**config.mk**
```make
export PLATFORM = sky130hd
export DESIGN_NAME = mux_41_rr_flat
export DESIGN_NICKNAME = d
export VERILOG_FILES = /design/src/rtl/mux_41_rr_if.sv /design/src/rtl/mux_41_rr.sv /design/src/flat_wrapper.sv
export SDC_FILE = /design/constraint.sdc
export NUM_CORES = 1
export LEC_CHECK = 0
export ABC_AREA = 1
export CAP_MARGIN = 15
export CORE_MARGIN = 8
export CORE_UTILIZATION = 41
export DETAILED_ROUTE_END_ITERATION = 10
export GPL_TIMING_DRIVEN = 0
export PLACE_DENSITY = 0.9
export SYNTH_ARGS = -nofsm -noshare
export SYNTH_HDL_FRONTEND = slang
export SYNTH_SLANG_ARGS = --single-unit
```
**constraint.sdc**
```tcl
create_clock -name clk -period 2.3 [get_ports clk]
set_input_delay 0.345 -clock clk [delete_from_list [all_inputs] [get_ports clk]]
set_output_delay 0.345 -clock clk [all_outputs]
set_load 0.02 [all_outputs]
```
**src/rtl/mux_41_rr_if.sv**
```systemverilog
// Bundle of the 4-channel merge bus: four producer channels in, one consumer stream out.
// The master modport is the producer/consumer side, the slave modport is the arbiter.
interface mux_41_rr_if #(
  parameter int DW = 8
);
  logic [4*DW-1:0] din;
  logic [3:0]      din_valid;
  logic [3:0]      din_ready;
  logic [DW-1:0]   dout;
  logic            dout_valid;
  logic            dout_ready;
  logic [1:0]      sel;

  modport master (
    output din, din_valid, dout_ready,
    input  din_ready, dout, dout_valid, sel
  );

  modport slave (
    input  din, din_valid, dout_ready,
    output din_ready, dout, dout_valid, sel
  );
endinterface

```
**src/rtl/mux_41_rr.sv**
```systemverilog
// mux_41_rr: 4:1 stream merge with round-robin arbitration and a registered
// 1-entry output stage. dout carries the winning beat, sel its channel index.
// Build option: define FIXED_PRIO_EN for fixed priority (ch0 > ch1 > ch2 > ch3);
// the round-robin pointer is then removed. Default (undefined) is round-robin.
module mux_41_rr #(
  parameter int DW = 8
) (
  input  logic          clk,
  input  logic          rst_n,
  mux_41_rr_if.slave    bus
);

  typedef enum logic {EMPTY = 1'b0, FULL = 1'b1} state_t;

  state_t        state_p1;
  logic [DW-1:0] dout_p1;
  logic [1:0]    sel_p1;
  logic          vld_p1;

  logic [1:0]    start_p0;
  logic          gnt_any_p0;
  logic [1:0]    gnt_idx_p0;
  logic          load_en_p0;
  logic          take_p0;
  logic [DW-1:0] win_data_p0;

  // Circular first-set search over v, beginning at channel s.
  // Walking k downwards lets the nearest hit (smallest k) overwrite the others.
  function automatic logic [2:0] rr_pick(input logic [3:0] v, input logic [1:0] s);
    logic [2:0] res;
    logic [1:0] idx;
    res = 3'b000;
    for (int k = 3; k >= 0; k--) begin
      idx = s + 2'(k);
      if (v[idx]) res = {1'b1, idx};
    end
    return res;
  endfunction

`ifdef FIXED_PRIO_EN
  assign start_p0 = 2'd0;
`else
  logic [1:0] ptr_p1;
  assign start_p0 = ptr_p1;
`endif

  // Grant selection, load enable and per-channel ready; ready is forced low during reset.
  always_comb begin
    {gnt_any_p0, gnt_idx_p0} = rr_pick(bus.din_valid, start_p0);
    load_en_p0  = ~vld_p1 | bus.dout_ready;
    take_p0     = load_en_p0 & gnt_any_p0 & rst_n;
    win_data_p0 = bus.din[DW*gnt_idx_p0 +: DW];
    bus.din_ready = take_p0 ? (4'b0001 << gnt_idx_p0) : 4'b0000;
  end

  // ---- p0 -> p1: output-stage FSM with registered dout/sel/valid ----
  always_ff @(posedge clk or negedge rst_n) begin
    if (!rst_n) begin
      state_p1 <= EMPTY;
      vld_p1   <= 1'b0;
      dout_p1  <= '0;
      sel_p1   <= 2'd0;
`ifndef FIXED_PRIO_EN
      ptr_p1   <= 2'd0;
`endif
    end else begin
      case (state_p1)
        EMPTY: begin
          if (gnt_any_p0) begin
            state_p1 <= FULL;
            vld_p1   <= 1'b1;
            dout_p1  <= win_data_p0;
            sel_p1   <= gnt_idx_p0;
`ifndef FIXED_PRIO_EN
            ptr_p1   <= gnt_idx_p0 + 2'd1;
`endif
          end
        end
        FULL: begin
          if (bus.dout_ready) begin
            if (gnt_any_p0) begin
              dout_p1 <= win_data_p0;
              sel_p1  <= gnt_idx_p0;
`ifndef FIXED_PRIO_EN
              ptr_p1  <= gnt_idx_p0 + 2'd1;
`endif
            end else begin
              state_p1 <= EMPTY;
              vld_p1   <= 1'b0;
            end
          end
        end
        default: begin
          state_p1 <= EMPTY;
          vld_p1   <= 1'b0;
        end
      endcase
    end
  end

  assign bus.dout       = dout_p1;
  assign bus.sel        = sel_p1;
  assign bus.dout_valid = vld_p1;

endmodule
```
**src/flat_wrapper.sv**
```systemverilog
// flat-port wrapper written by rule: the top's interface ports become plain ports
module mux_41_rr_flat 
#(
  parameter int DW = 8
)
  (clk, rst_n, bus_din, bus_din_valid, bus_dout_ready, bus_din_ready, bus_dout, bus_dout_valid, bus_sel);
  mux_41_rr_if #(.DW(DW)) bus_i ();
  input  logic clk;
  input  logic rst_n;
  input wire logic [$bits(bus_i.din)-1:0] bus_din;
  input wire logic [$bits(bus_i.din_valid)-1:0] bus_din_valid;
  input wire logic [$bits(bus_i.dout_ready)-1:0] bus_dout_ready;
  output wire logic [$bits(bus_i.din_ready)-1:0] bus_din_ready;
  output wire logic [$bits(bus_i.dout)-1:0] bus_dout;
  output wire logic [$bits(bus_i.dout_valid)-1:0] bus_dout_valid;
  output wire logic [$bits(bus_i.sel)-1:0] bus_sel;
  assign bus_i.din = bus_din;
  assign bus_i.din_valid = bus_din_valid;
  assign bus_i.dout_ready = bus_dout_ready;
  assign bus_din_ready = bus_i.din_ready;
  assign bus_dout = bus_i.dout;
  assign bus_dout_valid = bus_i.dout_valid;
  assign bus_sel = bus_i.sel;
  mux_41_rr #(.DW(DW)) u_core (.clk(clk), .rst_n(rst_n), .bus(bus_i));
endmodule
```
==> Yosys cells after proc, flatten, opt, wreduce, memory -nomap -nowiden <==
Cells that the tools add are included.
{ "word_totals": {"register_bits": 14, "word_cells": 53} }
{ "classes": {"n_addsub": 4, "magnitude_cmp": 4, "n_eq_ne": 3, "shifts": 2, "n_mux": 29, "n_bitwise": 5, "reduce_logical": 1} }
{ "op_table": {"columns": ["op", "n"], "rows": [
  ["$shiftx 32x6->8", 1],
  ["$mux 8", 2],
  ["$pmux 8 s2", 1],
  ["$lt 2x3->1 const B", 4],
  ["$mux 3", 4],
  ["$mux 1", 9],
  ["$bmux 1 s2", 4],
  ["$mux 2", 4],
  ["$pmux 2 s2", 2],
  ["$add 2x1->2 const B", 2],
  ["$add 2x2->2 const B", 2],
  ["$mux 4", 1],
  ["$ne 2x2->1 const B", 2],
  ["$pmux 1 s2", 2],
  ["$shl 1x2->4 const A", 1],
  ["$reduce_and 3->1", 1],
  ["$and 1x1->1", 2],
  ["$ne 2x1->1 const B", 1],
  ["$not 1->1", 2],
  ["$or 1x1->1", 1]
]} }

==> Depth between registers and ports, before layout <==
Gate-level depths: netlist of run 1.
{ "logic_depth": {"ltp_word": 11, "ltp_mapped": 16, "mapped_depth_nobuf": 15} }

==> Worst setup path before layout of run 1 <==
OpenSTA, ideal clock, no wires.
{ "synth_path": {"path_kind": "reg2out", "from": "reg u_core.ptr_p1[0]", "to": "out bus_din_ready[0]", "arrival_ns": 1.914, "t_required_ns": 1.955, "path_slack_ns": 0.041, "stages_incl_launch_ff": 13, "n_path_buf": 1, "path_cell_list": "dfrtp_1 > inv_2 > nand2_1 > nand2_1 > nand2_1 > nand2_2 > nor2_1 > nor2_1 > nand2_4 > nand2_2 > buf_4 > inv_1 > nor3_1"} }
{ "synth_between": {"elab_chain_cells": 10} }
{ "synth_rtl": {"columns": ["item", "line_no", "text"], "rows": [
  ["start: declaration", "mux_41_rr.sv:43", "logic [1:0] ptr_p1;"],
  ["start signal: assignment", "mux_41_rr.sv:75", "ptr_p1 <= gnt_idx_p0 + 2'd1;"],
  ["start signal: assignment", "mux_41_rr.sv:85", "ptr_p1 <= gnt_idx_p0 + 2'd1;"],
  ["$add 2x2->2", "mux_41_rr.sv:34", "idx = s + 2'(k);"],
  ["$bmux 1 s2", "mux_41_rr.sv:35", "if (v[idx]) res = {1'b1, idx};"],
  ["$mux 1 (implied by the code)", "mux_41_rr.sv:35", null],
  ["$mux 3 (3 in series)", "mux_41_rr.sv:35", null],
  ["$mux 3 *", "mux_41_rr.sv:35", null],
  ["$and 1x1->1 (2 in series)", "mux_41_rr.sv:51", "take_p0 = load_en_p0 & gnt_any_p0 & rst_n;"],
  ["$mux 4 *", "mux_41_rr.sv:53", "bus.din_ready = take_p0 ? (4'b0001 << gnt_idx_p0) : 4'b0000;"],
  ["end: declaration", "flat_wrapper.sv:13", "output wire logic [$bits(bus_i.din_ready)-1:0] bus_din_ready;"]
]} }
Every way passes the cells marked *; elsewhere a longest branch is shown, timed or not. The select of a mux whose other input is x is not followed.

==> Final worst setup path of run 1 <==
{ "layout_path": {"from": "in bus_din_valid[3]", "to": "out bus_din_ready[3]"} }
{ "layout_between": {"elab_chain_cells": 9} }
{ "layout_rtl": {"columns": ["item", "line_no", "text"], "rows": [
  ["start: declaration", "flat_wrapper.sv:11", "input wire logic [$bits(bus_i.din_valid)-1:0] bus_din_valid;"],
  ["$bmux 1 s2", "mux_41_rr.sv:35", null],
  ["$mux 1 (implied by the code)", "mux_41_rr.sv:35", null],
  ["$mux 3 (3 in series)", "mux_41_rr.sv:35", null],
  ["$mux 3 *", "mux_41_rr.sv:35", null],
  ["$and 1x1->1 (2 in series)", "mux_41_rr.sv:51", null],
  ["$mux 4 *", "mux_41_rr.sv:53", null]
]} }
Marked as above.

==> run_results.csv, run 1 <==
group,metric,value,unit
run_status,outcome,"finished with violations",
run_status,violations,"negative setup slack",
synthesis,synthMostInstantiatedCell,"nand2_1",
cells_and_area,drive_above_1_share,26.4,%
setup_path,startpoint_type,"input pin",
clock_tree,clockRootBuffer,"clkbuf_4",
synthesis,ys_types,24,
synthesis,syn_nets,229,
detailed_routing,drt-initial-drc-count,59,
global_routing,overflow,0,
setup_path,cp_cell_sequence,"clkdlybuf4s50_1 > inv_1 > nand2_2 > nand3_2 > nand2_4 > nor2_1 > nand4_1 > o211ai_1 > nor3_2 > buf_4",
synthesis,postSynth.asyncResetShare,100,%
synthesis,synth_top_area_cell,"dfrtp_1",
clock_tree,path_clk_slew,90,ps
global_routing,grt_first_pass_wirelength,5910,um
clock_tree,cts_buffer_depth,2,
global_routing,grt_pass1_vias,1474,
global_routing,grt_max_degree,16,
die,ios,54,
setup_path,reg2reg_to,"u_core.bus.sel[0]$_DFFE_PN0P_",
placed_design,gp_congestion,0.859,
min_path,hold_path.class,"in2async",
setup_path,crit_family,"buffers and inverters",
power,power.density,1830,nW/um2
setup_path,path_class,"in2out",
cells_and_area,final_nets,305,
placed_design,dpl.hpwl,2660,um
sta,fin_crit,2340,ps
sta,timing.final.crit_share,102,%
detailed_routing,drcViolationCount,0,
clock_tree,htree_num_levels,1,
setup_path,r2r_slack,150,ps
sta,hold_viol,0,
cells_and_area,areaGrowthSynthToFinish,78.4,%
sta,hold_ws,166,ps
power,power,3.72,mW
clock_tree,cts_tree,"done",
die,initial_core_util,42.2,%
detailed_routing,via_count,1492,
setup_path,cp-startpoint,"bus_din_valid[3]",
synthesis,synth_seq_cells,14,
sta,tightestPinTransition,611,ps
detailed_routing,vias_per_cell,5.04,
power,ir_worst_vdd,0.00143,V
detailed_routing,detail_route.first_pass.iterations,4,
die,die_h,68.8,um
sta,setup_slack,-36.6,ps
detailed_routing,antenna_left,0,
sta,fmax,428,MHz
sta,drv_slew,0,
placed_design,dp.cells,274,
sta,slew-limit-headroom,59.3,%
sta,skew,7.64,ps
die,row_count,19,
setup_path,cp_slowest_cell,"clkdlybuf4s50_1",
synthesis,synth_commonest_cells,"93 x nand2_1, 20 x nand3_1, 18 x inv_1",
synthesis,synth_enable_flop_cells,0,
setup_path,cp-end-kind,"output port",
sta,tns,-81.2,ps
synthesis,synth_ff_type,"dfrtp_1",
setup_path,crit_buf_inv,3,
synthesis,netlist_area,1140,um2
setup_path,r2r_start,"u_core.ptr_p1[0]$_DFFE_PN0P_",
clock_tree,cts_buffers,3,
die,core,2710,um2
die,die_area,4730,um2
power,p_leak,1.06,nW
flow_run,cap_violations,0,
synthesis,yosys_warnings,0,
synthesis,synth_area_leaders,"dfrtp_1 31%, nand2_1 31%, nand3_1 8.8%, inv_1 5.9%, nand3b_1 5.3%",
detailed_routing,routed_wl,3920,um
placed_design,io_buffers,53,
global_routing,grt_usage,16.2,%
setup_path,arrival,1990,ps
synthesis,yosys.area.top_type_share,30.7,%
setup_path,worstPathRequired,1960,ps
synthesis,seq_area_frac_synth,30.7,%
cells_and_area,fin_cells,296,
synthesis,synth_cells,190,
synthesis,avgSynthCellArea,6.01,um2
cells_and_area,antenna_cells,0,
setup_path,crit_path_max_incr_delay,510,ps
sta,rsz0062_at_grt,"yes",
setup_path,rr_worst_depth,14,
global_routing,antenna_found_initial,0,
setup_path,cp_max_fo,4,
clock_tree,cts_sinks,14,
detailed_routing,routedWlPerCell,13.2,um
die,die_x,68.8,um
clock_tree,insertion_delay,290,ps
sta,setup_viol,3,
worst register-to-register path, cell delays in order, from the launching register on:
cell	delay, ps
dfrtp_2	470
buf_6	150
nand2_2	60
nand2_2	50
nand2_2	90
nand2_4	90
nor2_1	120
nand4_1	140
buf_4	170
buf_4	120
buf_4	140
o21ai_4	60
inv_2	90
buf_4	140
o21a_1	160
timing repair:
| item | in CTS | in global routing |
|---|---|---|
| cloned | 0 | 1 |
| setup endpoints to repair | 4 | 16 |
| buffers inserted | 11 | 8 |
| hold endpoints to repair | 0 | 0 |
| resized for setup | 40 | 34 |
| hold buffers | 0 | 0 |
| pin swaps | 8 | 17 |
power breakdown:
group / leakage (nW) / switching [mW] / internal (mW) / total (mW)
clock: 0.0210 / 0.0809 / 0.0965 / 0.177
combinational: 0.871 / 1.72 / 1.35 / 3.07
sequential: 0.164 / 0.0909 / 0.381 / 0.472
per-layer routing:
metal | GRT usage (%) | wire length (um) | vias up
li1 | - | - | 742
met1 | 16.2 | 1550 | 698
met2 | 30.1 | 2030 | 46
met3 | 5.98 | 297 | 6
met4 | 5.26 | 44 | 0
met5 | 0 | 0 | -
through the flow:
| step | cell area [um2] | util, % | worst slack, ps |
|---|---|---|---|
| after floorplan | 1140 | - | 41.3 |
| after global placement | 1710 | 63.2 | -695 |
| after detailed placement | 1710 | 63.2 | -696 |
| after CTS | 1870 | 69.1 | -25.0 |
| after global routing | 2040 | 75.2 | -186 |
| final | 2040 | 75.2 | -36.6 |
logic make-up after synthesis:
family | count (synthesis) | share of synthesized area [%]
buf+inv | 28 | 11.4
simple gates | 136 | 51.3
flops | 14 | 30.7
compound gates | 12 | 6.68
registers in the layout, summed over array words and instances, names as in the netlist:
signal	flops
u_core.bus.sel	2
u_core.bus.dout	8
u_core.ptr_p1	2
u_core.bus.dout_valid	1
u_core.state_p1	1
worst max-delay path by stage:
stage	end	slack, ps	cells after the start
after global placement	bus_din_ready[0]	-700	13
final	bus_din_ready[3]	-40	10
after floorplan	bus_din_ready[0]	40	12
after global routing	bus_din_ready[1]	-190	10
after detailed placement	bus_din_ready[1]	-700	11
after CTS	bus_din_ready[3]	-20	10
cells in the final DEF, fill, tap and decap left out, drive strengths merged, types with 2 or more instances in the layout:
cell and count:
clkbuf 5, nor3 2, inv 19, o21ai 7, clkdlybuf4s50 47, nand3b 8
nand2 97, nand3 20, buf 28, dfrtp 14, nor2 8, clkinv 2
area by class of cell:
| class | instances | area, um2 |
|---|---|---|
| multi-input cells | 148 | 793 |
| repair buffers | 72 | 672 |
| fillers | 224 | 672 |
| flip-flops and latches | 14 | 353 |
| inverters | 21 | 87.6 |
| plain buffers | 6 | 57.6 |
| well taps | 31 | 38.8 |
| clock buffers | 4 | 36.3 |
Note: power is estimated with default switching activity, not from simulation.
==> run 2, diff against run 1 <==
Settings changed: CTS_BUF_LIST from default to sky130_fd_sc_hd__clkbuf_16.
==> run_results.csv, run 2 (synthesis results as in run 1) <==
group,metric,value,unit
run_status,outcome,"finished with violations",
run_status,violations,"negative setup slack",
clock_tree,clockRootBuffer,"clkbuf_16",
placed_design,dpl.hpwl,2660,um
power,power.density,1830,nW/um2
flow_run,cap_violations,0,
cells_and_area,final_nets,297,
sta,tightestPinTransition,628,ps
detailed_routing,detail_route.first_pass.iterations,5,
cells_and_area,areaGrowthSynthToFinish,73.7,%
cells_and_area,multi_input_area,754,um2
setup_path,cp_slowest_cell,"clkdlybuf4s50_1",
cells_and_area,fin_util,73.2,%
cells_and_area,fin_cells,288,
detailed_routing,via_count,1450,
sta,hold_viol,0,
sta,hold_ws,226,ps
sta,drv_slew,0,
clock_tree,cts_tree,"done",
setup_path,r2r_slack,250,ps
detailed_routing,highest_layer,"met4",
detailed_routing,vias_per_cell,5.03,
setup_path,worstPathRequired,1960,ps
setup_path,startpoint_type,"input pin",
cells_and_area,final_common_cell,"nand2_1",
sta,slew-limit-headroom,58.1,%
die,ios,54,
cells_and_area,regArea,353,um2
cells_and_area,drive_above_1_share,21.0,%
detailed_routing,wl_met2,1890,um
power,p_leak,1.03,nW
placed_design,gp_congestion,0.859,
clock_tree,cts_sinks,14,
detailed_routing,routed_wl,3730,um
clock_tree,cts_buffer_depth,2,
sta,setup_slack,-24.9,ps
placed_design,pre_cts_ws,-696,ps
placed_design,dp.cells,274,
sta,timing.final.crit_share,101,%
global_routing,grt_pass1_vias,1387,
cells_and_area,final_cell_mix,"86 x nand2_1, 47 x clkdlybuf4s50_1, 16 x inv_1, 16 x nand3_1, 14 x buf_4",
die,row_count,19,
power,ir_worst_vdd,0.00132,V
die,die_x,68.8,um
setup_path,cp_cell_sequence,"clkdlybuf4s50_1 > inv_1 > nand2_2 > nand3_2 > nand2_2 > nor2_1 > nand4_1 > o211ai_1 > buf_4 > nor2_1 > buf_4",
clock_tree,path_clk_slew,50,ps
sta,fmax,430,MHz
global_routing,grt_first_pass_wirelength,5550,um
sta,fin_crit,2320,ps
power,power,3.64,mW
global_routing,overflow,0,
placed_design,placed_cell_area,1710,um2
cells_and_area,antenna_cells,0,
sta,setup_viol,3,
detailed_routing,wl_met3,334,um
cells_and_area,design_area,1980,um2
sta,skew,5.00,ps
setup_path,r2r_start,"u_core.ptr_p1[0]$_DFFE_PN0P_",
setup_path,reg2reg_to,"u_core.bus.dout[5]$_DFFE_PN0P_",
sta,rsz0062_at_grt,"yes",
die,die_h,68.8,um
min_path,hold_path.class,"in2async",
cells_and_area,fillers,223,
global_routing,antenna_found_initial,0,
placed_design,io_buffers,53,
setup_path,path_class,"in2out",
die,die_area,4730,um2
die,initial_core_util,42.2,%
detailed_routing,drt-initial-drc-count,53,
sta,tns,-58.7,ps
clock_tree,htree_num_levels,1,
setup_path,crit_path_max_incr_delay,490,ps
setup_path,cp-end-kind,"output port",
die,core,2710,um2
detailed_routing,routedWlPerCell,13.0,um
detailed_routing,antenna_left,0,
global_routing,grt_max_degree,16,
detailed_routing,drcViolationCount,0,
setup_path,arrival,1980,ps
detailed_routing,drt-met1-wl,1450,um
global_routing,grt_usage,15.1,%
setup_path,cp_max_fo,3,
clock_tree,insertion_delay,250,ps
cells_and_area,largest_reg_flops,8,
clock_tree,cts_buffers,3,
setup_path,rr_worst_depth,14,
run 2: cell count changes in the layout (fill, tap and decap cells not counted), sizes merged:
cell / previous run / this run
inv: 19 / 20
clkbuf: 5 / 4
buf: 28 / 20
run 2: routing by layer:
layer  GRT usage [%]  up-vias
met5               0        -
met4            4.76        0
met3            6.30        8
met2            27.5       63
met1            15.4      654
li1                -      725
run 2: worst max path at each step:
stage                                            start                to  depth (start not counted)  slack, ps
final                                 bus_din_valid[0]  bus_din_ready[2]                         11        -20
after global routing                  bus_din_valid[0]  bus_din_ready[0]                         11       -100
after CTS                 u_core.ptr_p1[0]$_DFFE_PN0P_  bus_din_ready[1]                         11          2
after global placement                bus_din_valid[0]  bus_din_ready[0]                         13       -700
after detailed placement              bus_din_valid[0]  bus_din_ready[1]                         11       -700
after floorplan           u_core.ptr_p1[0]$_DFFE_PN0P_  bus_din_ready[0]                         12         40
run 2: area by class of cell:
class                           instances  area share, %
Multi-Input combinational cell        148           38.0
Timing Repair Buffer                   64           30.8
Sequential cell                        14           17.8
Inverter                               21           4.73
Clock buffer                            3           3.78
Buffer                                  6           2.71
Tap cell                               31           1.95
Clock inverter                          1          0.189
run 2: power breakdown:
group,internal [mW],total (mW),switching [mW]
clock network,0.230,0.329,0.0995
registers,0.383,0.474,0.0915
logic,1.20,2.83,1.63
run 2: critical path: cells and delay by family:
kind,cells,cell delay [ps]
AO/OA/AOI/OAI,1,130
buffers and inverters,4,920
AND/OR/NAND/NOR,6,580
run 2: timing repair:
item,CTS,global route
gates resized for setup,33,31
endpoints found under the hold margin,0,0
hold buffers,0,0
pin swaps,5,11
setup endpoints to repair,4,4
buffers inserted,4,7
==> run 3, diff against run 2 <==
Settings changed: CORE_MARGIN 8 to default.
==> run_results.csv, run 3 (synthesis results as in run 1) <==
group,metric,value,unit
global_routing,met3_usage,4.17,%
global_routing,grtUsageMet1,26.5,%
sta,tightestPinTransition,628,ps
run_status,violations,"negative setup slack",
die,ios,54,
die,die_area,3000,um2
clock_tree,cts_tree,"done",
sta,rsz0062_at_grt,"yes",
detailed_routing,via_count,1511,
placed_design,placed_cell_area,1710,um2
clock_tree,insertion_delay,240,ps
setup_path,arrival,1970,ps
cells_and_area,areaGrowthSynthToFinish,75.6,%
detailed_routing,routed_wl,3600,um
die,core,2540,um2
power,ir_worst_vdd,0.00133,V
setup_path,cp-startpoint,"u_core.ptr_p1[0]$_DFFE_PN0P_",
sta,setup_viol,2,
die,die_h,54.8,um
detailed_routing,drt-initial-drc-count,39,
sta,fmax,431,MHz
detailed_routing,drcViolationCount,0,
global_routing,grt_first_pass_wirelength,5350,um
clock_tree,cts_buffers,3,
clock_tree,cts_sinks,14,
global_routing,grt_usage,24.5,%
setup_path,r2r_start,"u_core.ptr_p1[0]$_DFFE_PN0P_",
sta,timing.final.crit_share,101,%
placed_design,io_buffers,53,
sta,setup_slack,-17.9,ps
setup_path,worstPathRequired,1960,ps
global_routing,grt_pass1_vias,1421,
cells_and_area,drive_above_1_share,23.4,%
setup_path,path_class,"reg2out",
flow_run,cap_violations,0,
detailed_routing,detail_route.first_pass.iterations,4,
clock_tree,clockRootBuffer,"clkbuf_16",
setup_path,crit_path_max_incr_delay,460,ps
global_routing,overflow,0,
cells_and_area,final_cell_mix,"82 x nand2_1, 44 x clkdlybuf4s50_1, 16 x inv_1, 16 x nand3_1, 12 x dfrtp_1",
global_routing,grt_max_degree,16,
sta,fin_crit,2320,ps
cells_and_area,design_area,2010,um2
sta,hold_viol,0,
detailed_routing,antenna_left,0,
sta,skew,3.04,ps
die,initial_core_util,44.9,%
setup_path,cp_max_fo,7,
power,p_leak,1.03,nW
clock_tree,cts_buffer_depth,2,
die,die_x,54.8,um
sta,hold_ws,233,ps
clock_tree,htree_num_levels,1,
cells_and_area,final_nets,296,
setup_path,cp_cell_sequence,"inv_4 > nand2_2 > nand2_2 > nand2_4 > nand2_4 > nor2_2 > nand4_1 > o211ai_1 > buf_4 > nor3_4 > buf_6",
setup_path,crit_buf_inv,3,
sta,drv_slew,0,
power,power.density,1840,nW/um2
placed_design,gp_congestion,0.743,
detailed_routing,vias_per_cell,5.28,
cells_and_area,antenna_cells,0,
clock_tree,path_clk_slew,50,ps
min_path,hold_path.class,"in2async",
global_routing,grt-busiest-layer,"met2",
setup_path,crit_family,"simple AND/OR/NAND/NOR gates",
detailed_routing,routedWlPerCell,12.6,um
setup_path,cp-end-kind,"output port",
sta,slew-limit-headroom,58.1,%
setup_path,cp_slowest_cell,"dfrtp_2",
run_status,outcome,"finished with violations",
die,row_count,18,
setup_path,startpoint_type,"flip-flop",
cells_and_area,final_common_cell,"nand2_1",
cells_and_area,largest_reg_flops,8,
global_routing,use_met2,47.2,%
placed_design,dpl.hpwl,2350,um
cells_and_area,fillers,178,
global_routing,antenna_found_initial,0,
## run 3: worst paths after layout
| kind | end | slack [ps] | cells past startpoint |
|---|---|---|---|
| min reg2reg | u_core.bus.dout[7]$_DFFE_PN0P_ | 490 | 2 |
| max | bus_din_ready[0] | -20 | 11 |
| max in group asynchronous | u_core.ptr_p1[0]$_DFFE_PN0P_ | 1620 | 1 |
| min in group clk | u_core.bus.dout[7]$_DFFE_PN0P_ | 490 | 2 |
| min | u_core.bus.sel[1]$_DFFE_PN0P_ | 230 | 1 |
| max reg2reg | u_core.bus.dout[3]$_DFFE_PN0P_ | 270 | 15 |
## run 3: timing repair
action | 4_1_cts | 5_1_grt
cloned | 0 | 0
endpoints found under the setup margin | 4 | 4
buffers inserted | 7 | 3
pin swaps | 9 | 13
resized for setup | 44 | 33
hold buffers | 0 | 0
## run 3: metal layers
| metal | wire length (um) | part of all wire [%] | vias up |
|---|---|---|---|
| met1 | 1370 | 38 | 706 |
| met5 | 0 | 0 | - |
| met4 | 38 | 1.1 | 0 |
| met3 | 237 | 6.6 | 6 |
| li1 | - | - | 723 |
| met2 | 1960 | 54 | 76 |
## run 3: final cells by class
class / instances / area (um2) / share of cell area [%]
repair buffers: 63 / 604 / 30.1
clock buffers: 3 / 75.1 / 3.74
flip-flops and latches: 14 / 353 / 17.6
multi-input cells: 148 / 788 / 39.3
inverters: 21 / 88.8 / 4.43
clock inverters: 1 / 3.75 / 0.187
well taps: 30 / 37.5 / 1.87
plain buffers: 6 / 55.1 / 2.74
## run 3: where the power goes
| part | leakage (nW) | switching [mW] | internal, mW |
|---|---|---|---|
| logic | 0.824 | 1.68 | 1.20 |
| clock network | 0.0385 | 0.0941 | 0.229 |
| registers | 0.164 | 0.101 | 0.383 |
| total | 1.03 | 1.87 | 1.81 |
## run 3: stage by stage
stage | setup WS [ps] | std cells | util, % | setup TNS, ps | power (mW)
after floorplan | 41.3 | 190 | - | 0 | 2.08
final | -17.9 | 286 | 78.8 | -24.5 | 3.68
after global routing | -123 | 286 | 78.8 | -363 | 3.97
after global placement | -695 | 273 | 67.2 | -2540 | 2.69
after detailed placement | -730 | 273 | 67.2 | -2680 | 2.74
after CTS | 0.372 | 284 | 73.9 | 0 | 3.40
